### config.mk
export PLATFORM = sky130hd
export DESIGN_NAME = tl_async_a_source_flat
export DESIGN_NICKNAME = d
export VERILOG_FILES = /design/src/rtl/tl_async_a_source_pkg.sv /design/src/rtl/tl_async_a_source_if.sv /design/src/rtl/tl_async_a_source_sync_3flop.sv /design/src/rtl/tl_async_a_source.sv /design/src/flat_wrapper.sv
export SDC_FILE = /design/constraint.sdc
export NUM_CORES = 1
export LEC_CHECK = 0
export ABC_AREA = 1
export CAP_MARGIN = 20
export CORE_ASPECT_RATIO = 0.6
export CORE_MARGIN = 2
export CORE_UTILIZATION = 45
export DETAILED_ROUTE_END_ITERATION = 8
export GPL_ROUTABILITY_DRIVEN = 0
export MAX_ROUTING_LAYER = met4
export PLACE_DENSITY = 0.94
export SYNTH_ARGS = -nofsm -noshare
export SYNTH_HDL_FRONTEND = slang
export SYNTH_HIERARCHICAL = 1
export SYNTH_SLANG_ARGS = --single-unit
### constraint.sdc
create_clock -name clock -period 2 [get_ports clock]
set_input_delay 0.2 -clock clock [delete_from_list [all_inputs] [get_ports clock]]
set_output_delay 0.2 -clock clock [all_outputs]
set_load 0.02 [all_outputs]
### src/rtl/tl_async_a_source_pkg.sv
// Shared definitions for the TileLink A-channel async crossing source.
// Latency: n/a (types and constants only).
// Backpressure: n/a.
package tl_async_a_source_pkg;

    localparam int OPCODE_W    = 3;
    localparam int ADDR_W      = 9;
    localparam int DATA_W      = 32;
    localparam int SYNC_STAGES = 3;

    // One A-channel beat as held in the crossing memory. param, size,
    // source, mask and corrupt are constants rebuilt on the sink side.
    typedef struct packed {
        logic [OPCODE_W-1:0] opcode;
        logic [ADDR_W-1:0]   address;
        logic [DATA_W-1:0]   data;
    } a_entry_t;

endpackage

### src/rtl/tl_async_a_source_if.sv
// Bundle of the enqueue handshake and the async crossing wires.
// Latency: n/a (wires only).
// Backpressure: enq_valid/enq_ready handshake; crossing side is index based.
// Ports: master = source block view, slave = upstream producer + sink view.
interface tl_async_a_source_if;
    import tl_async_a_source_pkg::*;

    // Enqueue side
    logic                enq_valid;
    logic                enq_ready;
    logic [OPCODE_W-1:0] enq_bits_opcode;
    logic [ADDR_W-1:0]   enq_bits_address;
    logic [DATA_W-1:0]   enq_bits_data;

    // Single-entry crossing memory
    logic [OPCODE_W-1:0] async_mem_0_opcode;
    logic [ADDR_W-1:0]   async_mem_0_address;
    logic [DATA_W-1:0]   async_mem_0_data;

    // Indices and liveness/reset indications
    logic                async_widx;
    logic                async_ridx;
    logic                async_safe_widx_valid;
    logic                async_safe_ridx_valid;
    logic                async_safe_source_reset_n;
    logic                async_safe_sink_reset_n;

    modport master (
        input  enq_valid,
        output enq_ready,
        input  enq_bits_opcode,
        input  enq_bits_address,
        input  enq_bits_data,
        output async_mem_0_opcode,
        output async_mem_0_address,
        output async_mem_0_data,
        output async_widx,
        input  async_ridx,
        output async_safe_widx_valid,
        input  async_safe_ridx_valid,
        output async_safe_source_reset_n,
        input  async_safe_sink_reset_n
    );

    modport slave (
        output enq_valid,
        input  enq_ready,
        output enq_bits_opcode,
        output enq_bits_address,
        output enq_bits_data,
        input  async_mem_0_opcode,
        input  async_mem_0_address,
        input  async_mem_0_data,
        input  async_widx,
        output async_ridx,
        input  async_safe_widx_valid,
        output async_safe_ridx_valid,
        input  async_safe_source_reset_n,
        output async_safe_sink_reset_n
    );

endinterface

### src/rtl/tl_async_a_source_sync_3flop.sv
// Multi-flop synchronizer with synchronous clear, parameterized width.
// Latency: SYNC_STAGES clock edges from d to q.
// Backpressure: none; samples every cycle.
// Ports: clock, clr (sync clear), d (async input), q (synced), q_pre (one stage earlier).
module sync_3flop
    import tl_async_a_source_pkg::*;
#(
    parameter int WIDTH = 1
) (
    input  logic             clock,
    input  logic             clr,
    input  logic [WIDTH-1:0] d,
    output logic [WIDTH-1:0] q,
    output logic [WIDTH-1:0] q_pre
);

    logic [SYNC_STAGES-1:0][WIDTH-1:0] stage_q;
    logic [SYNC_STAGES-1:0][WIDTH-1:0] stage_d;

    always_comb begin
        stage_d = stage_q;
        if (clr) begin
            stage_d = '0;
        end else begin
            stage_d[0] = d;
            for (int i = 1; i < SYNC_STAGES; i++) begin
                stage_d[i] = stage_q[i-1];
            end
        end
    end

    always_ff @(posedge clock) begin
        stage_q <= stage_d;
    end

    assign q     = stage_q[SYNC_STAGES-1];
    // The value q will take at the next edge; lets the owner act on a
    // falling input in the same cycle that q itself drops.
    assign q_pre = stage_q[SYNC_STAGES-2];

endmodule

### src/rtl/tl_async_a_source.sv
// Source half of a one-entry TileLink A-channel async crossing.
// Latency: accepted beat visible on async_mem_0_* and async_widx one cycle after fire.
// Backpressure: enq_ready low while the entry is full or the sink is not alive.
// Ports: clock, reset (sync, active-high), bus (tl_async_a_source_if.master).
module tl_async_a_source
    import tl_async_a_source_pkg::*;
(
    input  logic                   clock,
    input  logic                   reset,
    tl_async_a_source_if.master    bus
);

    // Synchronized sink state
    logic     ridx_s;
    logic     ridx_pre;
    logic     unused_ridx_pre;
    logic     sink_ok;
    logic     sink_ok_nxt;
    logic     sink_alive_in;
    logic     ridx_clr;

    // Source state
    logic     widx_q;
    logic     widx_d;
    a_entry_t mem_q;
    a_entry_t mem_d;
    logic     widx_valid_q;
    logic     widx_valid_d;

    a_entry_t enq_entry;
    logic     enq_ready;
    logic     fire;

    // Sink liveness: both its valid flag and its reset must say "up".
    assign sink_alive_in = bus.async_safe_ridx_valid & bus.async_safe_sink_reset_n;

    // The read index is held at zero whenever the sink is (about to be)
    // considered dead, so a returning sink always starts from index 0.
    assign ridx_clr = reset | ~sink_ok_nxt;

    sync_3flop #(.WIDTH(1)) u_sync_ridx (
        .clock (clock),
        .clr   (ridx_clr),
        .d     (bus.async_ridx),
        .q     (ridx_s),
        .q_pre (ridx_pre)
    );

    sync_3flop #(.WIDTH(1)) u_sync_ridx_valid (
        .clock (clock),
        .clr   (reset),
        .d     (sink_alive_in),
        .q     (sink_ok),
        .q_pre (sink_ok_nxt)
    );

    assign unused_ridx_pre = ridx_pre;

    // One-entry queue: a single index bit is both binary and Gray.
    assign enq_ready = sink_ok & (widx_q == ridx_s);
    assign fire      = bus.enq_valid & enq_ready;

    assign enq_entry = '{opcode:  bus.enq_bits_opcode,
                         address: bus.enq_bits_address,
                         data:    bus.enq_bits_data};

    always_comb begin
        widx_d       = widx_q;
        mem_d        = mem_q;
        widx_valid_d = 1'b1;

        if (fire) begin
            mem_d = enq_entry;
        end

        // Losing the sink wins over a simultaneous fire: the index
        // returns to zero and that beat is abandoned.
        if (!sink_ok_nxt) begin
            widx_d = 1'b0;
        end else if (fire) begin
            widx_d = ~widx_q;
        end
    end

    always_ff @(posedge clock) begin
        if (reset) begin
            widx_q       <= 1'b0;
            mem_q        <= '0;
            widx_valid_q <= 1'b0;
        end else begin
            widx_q       <= widx_d;
            mem_q        <= mem_d;
            widx_valid_q <= widx_valid_d;
        end
    end

    assign bus.enq_ready                 = enq_ready;
    assign bus.async_mem_0_opcode        = mem_q.opcode;
    assign bus.async_mem_0_address       = mem_q.address;
    assign bus.async_mem_0_data          = mem_q.data;
    assign bus.async_widx                = widx_q;
    assign bus.async_safe_widx_valid     = widx_valid_q;
    assign bus.async_safe_source_reset_n = ~reset;

endmodule
### src/flat_wrapper.sv
// flat-port wrapper written by rule: the top's interface ports become plain ports
module tl_async_a_source_flat import tl_async_a_source_pkg::*;
  (clock, reset, bus_enq_valid, bus_enq_ready, bus_enq_bits_opcode, bus_enq_bits_address, bus_enq_bits_data, bus_async_mem_0_opcode, bus_async_mem_0_address, bus_async_mem_0_data, bus_async_widx, bus_async_ridx, bus_async_safe_widx_valid, bus_async_safe_ridx_valid, bus_async_safe_source_reset_n, bus_async_safe_sink_reset_n);
  tl_async_a_source_if bus_i ();
  input  logic clock;
  input  logic reset;
  input wire logic [$bits(bus_i.enq_valid)-1:0] bus_enq_valid;
  output wire logic [$bits(bus_i.enq_ready)-1:0] bus_enq_ready;
  input wire logic [$bits(bus_i.enq_bits_opcode)-1:0] bus_enq_bits_opcode;
  input wire logic [$bits(bus_i.enq_bits_address)-1:0] bus_enq_bits_address;
  input wire logic [$bits(bus_i.enq_bits_data)-1:0] bus_enq_bits_data;
  output wire logic [$bits(bus_i.async_mem_0_opcode)-1:0] bus_async_mem_0_opcode;
  output wire logic [$bits(bus_i.async_mem_0_address)-1:0] bus_async_mem_0_address;
  output wire logic [$bits(bus_i.async_mem_0_data)-1:0] bus_async_mem_0_data;
  output wire logic [$bits(bus_i.async_widx)-1:0] bus_async_widx;
  input wire logic [$bits(bus_i.async_ridx)-1:0] bus_async_ridx;
  output wire logic [$bits(bus_i.async_safe_widx_valid)-1:0] bus_async_safe_widx_valid;
  input wire logic [$bits(bus_i.async_safe_ridx_valid)-1:0] bus_async_safe_ridx_valid;
  output wire logic [$bits(bus_i.async_safe_source_reset_n)-1:0] bus_async_safe_source_reset_n;
  input wire logic [$bits(bus_i.async_safe_sink_reset_n)-1:0] bus_async_safe_sink_reset_n;
  assign bus_i.enq_valid = bus_enq_valid;
  assign bus_enq_ready = bus_i.enq_ready;
  assign bus_i.enq_bits_opcode = bus_enq_bits_opcode;
  assign bus_i.enq_bits_address = bus_enq_bits_address;
  assign bus_i.enq_bits_data = bus_enq_bits_data;
  assign bus_async_mem_0_opcode = bus_i.async_mem_0_opcode;
  assign bus_async_mem_0_address = bus_i.async_mem_0_address;
  assign bus_async_mem_0_data = bus_i.async_mem_0_data;
  assign bus_async_widx = bus_i.async_widx;
  assign bus_i.async_ridx = bus_async_ridx;
  assign bus_async_safe_widx_valid = bus_i.async_safe_widx_valid;
  assign bus_i.async_safe_ridx_valid = bus_async_safe_ridx_valid;
  assign bus_async_safe_source_reset_n = bus_i.async_safe_source_reset_n;
  assign bus_i.async_safe_sink_reset_n = bus_async_safe_sink_reset_n;
  tl_async_a_source u_core (.clock(clock), .reset(reset), .bus(bus_i));
endmodule
======== After elaboration in Yosys (flattened, before gate mapping) ========
Index checks and enable logic that the tools add are counted.
operators by class
  multipliers ............................. 0
  shift operators ......................... 0
  divide/modulo/power cells ............... 0
  add/subtract/negate cells ............... 0
  mux-type cells .......................... 1
  reductions and logical operators ........ 1
  equality and inequality tests ........... 1
  bitwise gates (word level) .............. 7
  magnitude comparators ................... 0
operators by type and width
  cell              number
  $and A1 B1 Y1     3
  $not A1 Y1        3
  $reduce_or A2 Y1  1
  $eq A1 B1 Y1      1
  $mux W1           1
  $or A1 B1 Y1      1
word-level totals
  bits of input ports ..................... 50
  bits in writable memories ............... 0
  logic and storage cells ................. 21
  ROM bits ................................ 0
  register bits after elaboration ......... 52
  bits in latches ......................... 0
  memories kept ........................... 0

======== Logic depth before layout (Yosys ltp) ========
  depth after elaboration ................. 3
  mapped depth ............................ 7
  mapped depth without buffers ............ 6

======== Cells and area by module ========
The synthesis kept the hierarchy.
modules (own cells, without submodules)
  module             seq. area each (um^2)  cells an instance  times used  area each (um^2)
  tl_async_a_source  920.9                  304                1           2080.7
  sync_3flop         60.1                   9                  2           82.6

======== Least setup slack after synthesis ========
Ideal clock, no wire load.
  path kind ............................... reg-to-reg
  start ................................... reg u_core.widx_q, in the netlist u_core/bus.async_widx
  end ..................................... reg u_core.mem_q, in the netlist u_core/bus.async_mem_0_address[0]
  required time ........................... 1.887 ns
  arrival ................................. 1.193 ns
  library setup time ...................... 0.113 ns
  cell stages (with the launch flop) ...... 7
  period minus slack after synthesis ...... 1.306 ns
  setup slack ............................. 0.694 ns
  cells stage by stage .................... dfxtp_1 -> inv_2 -> a21oi_2 -> buf_2 -> nand4_1 -> nand2_1 -> nor2_1
between the ends
  longest elaborated chain between the ends .. 3
ends and longest elaborated chain
  item                      RTL line                 text
  start: declaration        tl_async_a_source.sv:23  logic widx_q;
  start signal: assignment  tl_async_a_source.sv:91  widx_q <= widx_d;
  $eq A1 B1 Y1              tl_async_a_source.sv:60  assign enq_ready = sink_ok & (widx_q == ridx_s);
  $and A1 B1 Y1             tl_async_a_source.sv:60
  $and A1 B1 Y1             tl_async_a_source.sv:61  assign fire = bus.enq_valid & enq_ready;
  end signal: assignment    tl_async_a_source.sv:92  mem_q <= mem_d;
  end: declaration          tl_async_a_source.sv:25  a_entry_t mem_q;
Every way passes these cells.
A chain may end at the register's enable or synchronous reset.

======== Final worst setup path ========
  start ................................... reg u_core.widx_q, in the netlist u_core/bus.async_widx
  end ..................................... out bus_enq_ready
between the ends
  longest elaborated chain between the ends .. 2
ends and longest elaborated chain
  item              RTL line                 text
  $eq A1 B1 Y1      tl_async_a_source.sv:60
  $and A1 B1 Y1     tl_async_a_source.sv:60
  end: declaration  flat_wrapper.sv:8        output wire logic [$bits(bus_i.enq_ready)-1:0] bus_enq_ready;
Every way passes these cells.

==> results by group <==
Synthesis
  • Ys async rst share: 0%
  • Synth Net Count: 372
  • Post-synth EDFFs: 0
  • Area contributors post-synth: dfxtp_1, nor2_1, nand4_1
  • Flip-flop and latch count after synthesis: 52
  • Synth top area share: approximately 46%
  • Cell Area, Synth: 2250 sq um
  • Synthesized instance count: 322
  • Synth warnings: 6
  • Count leader, synth: nor2_1
  • Main synth FF type: dfxtp_1
  • Synth top cells by count: nor2_1, inv_1, dfxtp_1
  • Synth Area per Inst: approximately 7.0 sq um
  • Register area share after synthesis: 46.4%
  • Area leader, netlist: dfxtp_1
  • Distinct cells, synth: 17

Global route
  • Pin count of the biggest net entering global routing: 47
  • Number of global-route vias before repair: between 2000 and 2500
  • First-pass GRT wire length: about 8900 microns
  • GR Overflow Total: 0
  • GR Util All Layers: 21.0%
  • Initial antenna violation count: 0

STA
  • Final Skew: 0.00578 ns
  • Slew @ Worst Pin: a little under 0.6 ns
  • Final Hold Vio Count: 0
  • Pins Over Slew Limit: 0
  • Final setup viols: 0
  • Final WS setup: roughly 0.14 ns
  • Slew HR: between 60% and 70%
  • Max Clk Rate: ~540 MHz
  • Final worst path period need: roughly 1.9 ns
  • Setup TNS Final: 0 ns
  • Crit share post-route: approximately 93%
  • RSZ-0062 raised after global routing: no
  • Min Hold Slack: 0.410 ns

Worst setup path
  • Startpoint types: flop
  • Crit-path cells: inv_2 > nand2_1 > nand3_4 > inv_1 > clkdlybuf4s50_1
  • Critical setup path kind: flop to output pin
  • Critical-path top delay cell: clkdlybuf4s50_1
  • WP data arrival: 1.66 ns
  • Critical path's largest stage delay: between 0.5 and 0.6 ns
  • CP required: around 1.8 ns
  • Worst reg-to-reg setup slack: ~0.52 ns
  • Crit-path max FO: 5
  • Worst setup EP type: output pin

Power and ir drop
  • Leak Pwr: 1.43 nW
  • Peak VDD IR: 0.000425 V
  • PnR Total Power: roughly 1.9 mW
  • P per Cell Area: 561 nW/um^2

Detailed routing
  • Final wirelength: 5480 microns
  • Via density: roughly 4.8
  • Final ANT Viol Nets: 0
  • Wirelength per Cell: 11.6 microns
  • Drt pass-1 iters: 4
  • DR DRC count: 0
  • M1 wire length: ~2400 microns
  • Max layer used: met4
  • Vias post-DR: roughly 2200
  • Met3 routed WL: around 530 microns
  • Met2 routed wirelength: 2490 microns
  • DR iter-0 viols: 83

Clocking
  • Post-CTS Setup Repair Bufs: 0
  • Num CTS Buffers: 5
  • CTS tree: done
  • H-Tree Depth: 2
  • Post-cts repair resize count: 0
  • Buffer depth of the longest clock path: 2
  • Clk_lat worst skew: between 0.2 and 0.3 ns
  • Root buffer cell: clkbuf_8
  • Clock Sinks: 52
  • Hold_buf cts: 0
  • Worst-path clk slew: 0.09 ns

Floorplanning
  • Die Area: between 5000 and 6000 sq um
  • Starting density of the core: a little under half
  • Rows: 19
  • Io pins: 98
  • Die height: 58.7 microns
  • Core region area: roughly 4700 sq um
  • Die X: approximately 95 microns

Cells and area
  • Fillers: between 300 and 400
  • Post-layout util: just over 70%
  • Multi-input logic area: roughly 880 sq um
  • Ant diodes: 0
  • Register area: roughly 1000 sq um
  • # nets final: roughly 460
  • Layout cell share with drive strength beyond 1: around 4.4%
  • Design area: 3300 sq um
  • Area delta synth->final: 47.1%
  • Layout Cells excl Fill: 472

Placement
  • Place WS: slightly below 0.3 ns
  • PortBufs: between 90 and 100
  • DP Area: 3230 sq um
  • Placed Instances: ~470
  • Hpwl dp: ~3800 microns

Job
  • Max_cap viols: 0

Outcome
  • Status: finished, final reports clean

Worst hold path
  • Hold Path Class: input port to flop
[worst paths after layout]
check / start / end / depth (start not counted)
min: bus_async_ridx / u_core/u_sync_ridx/stage_q[0] / 3
max: u_core/bus.async_widx / bus_enq_ready / 5
max reg2reg: u_core/bus.async_widx / u_core/bus.async_mem_0_data[2] / 6
min reg2reg: u_core/u_sync_ridx_valid/stage_q[0] / u_core/u_sync_ridx_valid/q_pre / 2
[placed cells by master, fill, tap and decap left out, drive strengths merged]
master and instances:
clkdlybuf4s50 96, buf 5, nor3b 1, inv 56, nand4 45, a31oi 1, dfxtp 52, clkinv 2
nor2 95, nand3 1, nand2 48, clkbuf 6, a21oi 1
[critical path, delay by kind of cell, from the launching register on]
family / cells / cell delay, ns
buffers and inverters: 3 / 0.74
flip-flops: 1 / 0.42
AND/OR/NAND/NOR: 2 / 0.22
[cells by family (layout without fill, tap and decap cells)]
group,Yosys count,count (layout),synth area share [%]
buffers and inverters,78,165,14.6
AOI/OAI and AO/OA,2,2,0.669
and+or+nand+nor,190,190,38.4
DFF,52,52,46.4
[routing by layer]
metal,vias to the layer above,track usage (%)
met2,74,36.6
met4,0,5.59
met5,-,-
met3,7,7.17
li1,1165,-
met1,1000,23.1
[power by group]
group          internal [mW]  switching, mW
Clock                  0.239          0.312
Combinational          0.136          0.109
Sequential              1.05        0.00746
[area by class of cell]
cell class,count,share of cell area [%]
Inverter,57,6.47
Clock inverter,1,0.151
Tap cell,63,2.39
Multi-Input combinational cell,192,26.8
Clock buffer,6,2.20
Timing Repair Buffer,101,30.5
Sequential cell,52,31.5
[flip-flops by register name, indices dropped and copies added (netlist names)]
| name | flops |
|---|---|
| u_core/bus.async_mem_0_address | 9 |
| u_core/bus.async_mem_0_data | 32 |
| u_core/bus.async_mem_0_opcode | 3 |
| u_core/bus.async_safe_widx_valid | 1 |
| u_core/bus.async_widx | 1 |
| u_core/u_sync_ridx/q | 1 |
| u_core/u_sync_ridx/q_pre | 1 |
| u_core/u_sync_ridx/stage_q | 1 |
| u_core/u_sync_ridx_valid/q | 1 |
| u_core/u_sync_ridx_valid/q_pre | 1 |
| u_core/u_sync_ridx_valid/stage_q | 1 |
Note: power is estimated with default switching activity, not from simulation.
